$ cat config.mk
export PLATFORM = sky130hd
export DESIGN_NAME = wb_uart_tx
export DESIGN_NICKNAME = d
export VERILOG_FILES = /design/src/rtl/wb_uart_tx.sv
export SDC_FILE = /design/constraint.sdc
export NUM_CORES = 1
export LEC_CHECK = 0
export ABC_AREA = 1
export CORE_MARGIN = 3
export CORE_UTILIZATION = 35
export DETAILED_ROUTE_END_ITERATION = 12
export DONT_BUFFER_PORTS = 1
export PLACE_DENSITY = 0.55
export SETUP_SLACK_MARGIN = 0.4
export SYNTH_ARGS = -nofsm -noshare
export SYNTH_HDL_FRONTEND = slang
export SYNTH_SLANG_ARGS = --single-unit
$ cat constraint.sdc
create_clock -name wb_clk_i -period 3.2 [get_ports wb_clk_i]
set_input_delay 0.16 -clock wb_clk_i [delete_from_list [all_inputs] [get_ports wb_clk_i]]
set_output_delay 0.16 -clock wb_clk_i [all_outputs]
set_load 0.01 [all_outputs]
$ cat src/rtl/wb_uart_tx.sv
// Wishbone-attached 8N1 UART transmitter with a transmit FIFO.
// Registers: 0 TXDATA (wo), 1 STATUS, 2 DIVISOR (rw), 3 reserved.
// Ports:
//   wb_clk_i, wb_rst_i          clock, async active-high reset
//   wb_adr_i[1:0]               word register select
//   wb_dat_i/wb_dat_o[31:0]     write / read data
//   wb_we_i, wb_sel_i[3:0]      write enable, byte lanes
//   wb_stb_i, wb_ack_o          strobe, registered acknowledge
//   tx_o                        serial output, idle high
module wb_uart_tx #(
    parameter int          FIFO_DEPTH = 8,
    parameter logic [15:0] RESET_DIV  = 16'd433
) (
    input  logic        wb_clk_i,
    input  logic        wb_rst_i,
    input  logic [1:0]  wb_adr_i,
    input  logic [31:0] wb_dat_i,
    output logic [31:0] wb_dat_o,
    input  logic        wb_we_i,
    input  logic [3:0]  wb_sel_i,
    input  logic        wb_stb_i,
    output logic        wb_ack_o,
    output logic        tx_o
);

    localparam int AW = (FIFO_DEPTH > 1) ? $clog2(FIFO_DEPTH) : 1;
    localparam int CW = AW + 1;
    localparam logic [CW-1:0] DEPTH_C = CW'(FIFO_DEPTH);

    localparam logic [1:0] S_IDLE  = 2'd0;
    localparam logic [1:0] S_START = 2'd1;
    localparam logic [1:0] S_DATA  = 2'd2;
    localparam logic [1:0] S_STOP  = 2'd3;

    logic [7:0]    mem [FIFO_DEPTH];
    logic [AW-1:0] wr_ptr;
    logic [AW-1:0] rd_ptr;
    logic [CW-1:0] count;
    logic          overflow;
    logic [15:0]   divisor;

    logic [1:0]    state;
    logic [15:0]   baud_cnt;
    logic [15:0]   cur_div;
    logic [2:0]    bit_idx;
    logic [7:0]    shreg;

    logic          bus_cyc;
    logic          bus_wr;
    logic          bus_rd;
    logic          empty;
    logic          full;
    logic          busy;
    logic          push_req;
    logic          push;
    logic          drop;
    logic          pop;
    logic          ovf_clr;
    logic          bit_end;
    logic [2:0]    nxt_idx;
    logic [7:0]    count8;
    logic [31:0]   status;
    logic [31:0]   rd_data;

    // A new bus access starts only when ack is low, so a held
    // strobe is acknowledged every other cycle.
    assign bus_cyc  = wb_stb_i & ~wb_ack_o;
    assign bus_wr   = bus_cyc & wb_we_i;
    assign bus_rd   = bus_cyc & ~wb_we_i;

    assign empty    = (count == '0);
    assign full     = (count == DEPTH_C);
    assign busy     = (state != S_IDLE);

    assign push_req = bus_wr & (wb_adr_i == 2'd0) & wb_sel_i[0];
    assign push     = push_req & ~full;
    assign drop     = push_req & full;
    assign ovf_clr  = bus_wr & (wb_adr_i == 2'd1)
                    & wb_sel_i[0] & wb_dat_i[3];

    assign bit_end  = (baud_cnt == cur_div);
    assign nxt_idx  = bit_idx + 3'd1;

    // The FSM pops whenever it is about to start a frame.
    assign pop = ~empty & ((state == S_IDLE) |
                           ((state == S_STOP) & bit_end));

    assign count8 = 8'(count);
    assign status = {16'd0, count8, 4'd0,
                     overflow, busy, empty, full};

    always_comb begin
        rd_data = '0;
        unique case (wb_adr_i)
            2'd1:    rd_data = status;
            2'd2:    rd_data = {16'd0, divisor};
            default: rd_data = '0;
        endcase
    end

    always_ff @(posedge wb_clk_i or posedge wb_rst_i) begin
        if (wb_rst_i) begin
            wb_ack_o <= 1'b0;
            wb_dat_o <= '0;
        end else begin
            wb_ack_o <= bus_cyc;
            wb_dat_o <= bus_rd ? rd_data : '0;
        end
    end

    always_ff @(posedge wb_clk_i or posedge wb_rst_i) begin
        if (wb_rst_i) begin
            divisor <= RESET_DIV;
        end else if (bus_wr && wb_adr_i == 2'd2) begin
            if (wb_sel_i[0]) divisor[7:0]  <= wb_dat_i[7:0];
            if (wb_sel_i[1]) divisor[15:8] <= wb_dat_i[15:8];
        end
    end

    // A drop wins over a same-cycle clear.
    always_ff @(posedge wb_clk_i or posedge wb_rst_i) begin
        if (wb_rst_i) begin
            overflow <= 1'b0;
        end else if (drop) begin
            overflow <= 1'b1;
        end else if (ovf_clr) begin
            overflow <= 1'b0;
        end
    end

    always_ff @(posedge wb_clk_i) begin
        if (push) mem[wr_ptr] <= wb_dat_i[7:0];
    end

    always_ff @(posedge wb_clk_i or posedge wb_rst_i) begin
        if (wb_rst_i) begin
            wr_ptr <= '0;
            rd_ptr <= '0;
            count  <= '0;
        end else begin
            if (push) wr_ptr <= wr_ptr + 1'b1;
            if (pop)  rd_ptr <= rd_ptr + 1'b1;
            unique case ({push, pop})
                2'b10:   count <= count + 1'b1;
                2'b01:   count <= count - 1'b1;
                default: count <= count;
            endcase
        end
    end

    // Divisor is sampled into cur_div at each bit start so a
    // mid-frame change applies from the next bit boundary.
    always_ff @(posedge wb_clk_i or posedge wb_rst_i) begin
        if (wb_rst_i) begin
            state    <= S_IDLE;
            tx_o     <= 1'b1;
            baud_cnt <= '0;
            cur_div  <= '0;
            bit_idx  <= '0;
            shreg    <= '0;
        end else begin
            unique case (state)
                S_IDLE: begin
                    if (!empty) begin
                        state    <= S_START;
                        tx_o     <= 1'b0;
                        baud_cnt <= '0;
                        cur_div  <= divisor;
                        shreg    <= mem[rd_ptr];
                    end
                end
                S_START: begin
                    if (bit_end) begin
                        state    <= S_DATA;
                        bit_idx  <= '0;
                        tx_o     <= shreg[0];
                        baud_cnt <= '0;
                        cur_div  <= divisor;
                    end else begin
                        baud_cnt <= baud_cnt + 16'd1;
                    end
                end
                S_DATA: begin
                    if (bit_end) begin
                        baud_cnt <= '0;
                        cur_div  <= divisor;
                        if (bit_idx == 3'd7) begin
                            state <= S_STOP;
                            tx_o  <= 1'b1;
                        end else begin
                            bit_idx <= nxt_idx;
                            tx_o    <= shreg[nxt_idx];
                        end
                    end else begin
                        baud_cnt <= baud_cnt + 16'd1;
                    end
                end
                S_STOP: begin
                    if (bit_end) begin
                        baud_cnt <= '0;
                        cur_div  <= divisor;
                        if (!empty) begin
                            state <= S_START;
                            tx_o  <= 1'b0;
                            shreg <= mem[rd_ptr];
                        end else begin
                            state <= S_IDLE;
                        end
                    end else begin
                        baud_cnt <= baud_cnt + 16'd1;
                    end
                end
                default: begin
                    state <= S_IDLE;
                    tx_o  <= 1'b1;
                end
            endcase
        end
    end

endmodule

==> results.toml <==
[status]
status = "completed"

[sta]
rsz0062_at_grt = "false"
slew_viol_final = 0
tightest_slew_ns = 0.618
fin_skew_ns = 0.0142
final.period_utilization_pct = 81.8
fin_ws_ns = 0.582
finalHoldViolCount = 0
fmaxAchievable_mhz = 382
final.setup.tns_ns = 0
max_slew_margin_pct = 58.8
setup_viol = 0
period_needed_ns = 2.62

[route]
drc = 0
wl_um = 15800
drtAntennaViolNets = 0
avgRoutedWirePerCell_um = 14.2
drt_iter0_markers = 305
drt_pass1_iterations = 4
vias_per_cell = 4.67
vias = 5221

[grt]
grt_max_degree = 40
grt_first_pass_wirelength_um = 25900
overflow = 0
grtUsageTotal_pct = 14.7
grt_antenna_before_repair = 0
first_global_vias = 4975

[setup_path]
worstPathArrival_ns = 2.93
r2r-start = "baud_cnt[3]$_DFFE_PP0P_"
endpoint_kind = "register"
r2r_slack_ns = 0.58
worstSetupStartpointType = "register"
worstRegToRegCells = 14
critPathRequiredTime_ns = 3.51
r2r-end = "count[3]$_DFFE_PP0P_"
crit_fanout = 6
setup.worst_path.class = "reg2reg"

[floorplan]
die_x_um = 150
rows = 52
initial_core_util_pct = 35.8
die_area_mm2 = 0.0226
fp.dieH_um = 150
core_mm2 = 0.0204
io_pins = 76

[cts]
cts.path.max_buffers = 2
cts-root-buf = "clkbuf_16"
cts_sinks = 154
tritoncts = "built"
h-tree-depth = 4
cts.clk_slew.worst_paths_ns = 0.06
cts_buffers = 17
insertion_delay_ns = 0.42

[finish]
nets = 895
final_common_cell = "nand2_1"
mostFrequentLayoutCells = "nand2_1 (234), nor2_1 (96), dfrtp_1 (81)"
layout-drive-gt1-share_pct = 10.4
syn_to_final_growth_pct = 14.7
final_cell_count_no_fill = 1119
insertedDiodeCount = 0

[synthesis]
syn_avg_cell_area_um2 = 9.10
synthXorXnorAreaFrac_pct = 1.44
synth.area.mux_share_pct = 1.23
synth_cells = 802
synth_simple_gate_area_share_pct = 23.1
synth_compound_area_share_pct = 6.50
ys_seq_area_share_pct = 57.3
yosysUniqueCellTypes = 35
synth_top_family_by_area = "simple AND/OR/NAND/NOR gates"
synth_area_mm2 = 0.00729
synth_fa_ha_area_share_pct = 3.02
yosys_warnings = 0
ys_ff_latch = 154

[power_and_ir_drop]
ir_worst_vdd_v = 0.000425
comb_power_share_pct = 31.7
clkPwrFrac_pct = 28.9
leakage_nw = 3.76
p_total_mw = 6.81
p_int_mw = 4.34
p_seq_share_pct = 39.4
powerDensity_mw_per_mm2 = 814
switching_power_mw = 2.48
swShare_pct = 36.3

[place]
place_inst = 1064
hpwl_um = 10900
globalplace.congestion = 0.800
pre_cts_slack_ns = 0.388
portBuffers = 0

[min_path]
min_path_type = "in2reg"
min_from = "wb_sel_i[0]"
hold_end = "overflow$_DFFE_PP0P_"
hold_depth = 4

[run]
max_cap_viol_count = 0
-- flip-flops by register name, summed over array words and instances (netlist names), 2 cells and up --
| name | flops |
|---|---|
| mem | 64 |
| baud_cnt | 16 |
| cur_div | 16 |
| divisor | 16 |
| wb_dat_o | 16 |
| shreg | 8 |
| count | 4 |
| bit_idx | 3 |
| rd_ptr | 3 |
| wr_ptr | 3 |
| state | 2 |
-- cell families (layout without fill, tap and decap cells) --
group                      count (synthesis)  in the layout
muxes                                      8              8
xor gates and xnor gates                  12             12
AOI/OAI and AO/OA                         88             88
adders and majority gates                 17             17
other                                      1             16
buffers and inverters                    112            144
DFF                                      154            154
and+or+nand+nor                          410            410
-- worst max-delay path, stage by stage, from the launching register on --
cell	delay [ns]
dfrtp_1	0.47
inv_2	0.07
nand2_1	0.06
nand2_1	0.06
nor2_2	0.14
nand2_2	0.08
nor2_4	0.13
nand3b_1	0.23
nand2_2	0.23
ha_4	0.18
ha_1	0.26
a21oi_1	0.13
o21ai_1	0.09
xor2_1	0.14
mux2_2	0.26
-- metal layers --
layer	vias to the layer above	wire, µm	GRT usage [%]
li1	2651	-	-
met1	2475	7780	20.5
met2	83	7390	23.2
met3	12	496	3.13
met4	0	181	4.07
met5	-	0	0
-- synthesized netlist by cell type, drive strengths merged --
library cell  instances  area share [%]
nand2               241              13
nor2                100             5.4
dfrtp                84              29
inv                  73             3.8
edfxtp               64              26
nand3                48             3.3
o21ai                39             2.7
a21oi                28             1.9
buf                  26             2.9
o22ai                17             1.5
ha                   16             2.7
clkbuf               13            0.67
xor2                 11             1.3
nand4                 9            0.77
nor3                  9            0.62
mux2                  8             1.2
dfstp                 6             2.2
nand3b                2            0.21
a22oi                 1            0.10
a32o                  1            0.14
conb                  1           0.051
fa                    1            0.27
o211ai                1            0.10
o21a                  1            0.10
or2                   1           0.086
xnor2                 1            0.12
-- cell type report --
class / count / area, µm²
Clock inverter: 12 / 139
Multi-Input combinational cell: 551 / 2650
Clock buffer: 20 / 437
Tap cell: 270 / 338
Fill cell: 2036 / 12000
Timing Repair Buffer: 39 / 340
Inverter: 73 / 277
Sequential cell: 154 / 4190
-- power groups by stage --
stage	logic, mW	registers (mW)	clock network, mW
after floorplan	1.73	2.61	0
after global placement	2.05	2.72	0
after detailed placement	2.08	2.73	0
after CTS	2.13	2.69	2.02
after global routing	2.50	2.74	2.09
final	2.16	2.69	1.97
-- repair_timing --
item / CTS / global route
resized for setup: 1 / 7
hold buffers: 19 / 0
endpoints found under the setup margin: 1 / 1
setup buffers: 0 / 4
endpoints found under the hold margin: 116 / 0
pin swaps: 0 / 3
-- per-stage QoR --
stage          util [%]  area, µm²  hold slack (ns)
2_1_floorplan         -       7350            0.259
3_3_place_gp       37.1       7550            0.117
3_5_place_dp       37.1       7550            0.123
4_1_cts            40.9       8320           0.0432
5_1_grt            41.1       8370           0.0838
6_report           41.1       8370           0.0560
-- worst max-delay path by stage --
stage                                          to                startpoint
final                        count[3]$_DFFE_PP0P_   baud_cnt[3]$_DFFE_PP0P_
after detailed placement     count[3]$_DFFE_PP0P_   baud_cnt[0]$_DFFE_PP0P_
after global placement       count[3]$_DFFE_PP0P_   baud_cnt[8]$_DFFE_PP0P_
after floorplan           baud_cnt[0]$_DFFE_PP0P_                  wb_rst_i
after CTS                    count[3]$_DFFE_PP0P_   baud_cnt[0]$_DFFE_PP0P_
after global routing         count[3]$_DFFE_PP0P_  baud_cnt[13]$_DFFE_PP0P_
No activity file was read; power rests on OpenSTA's default activity.
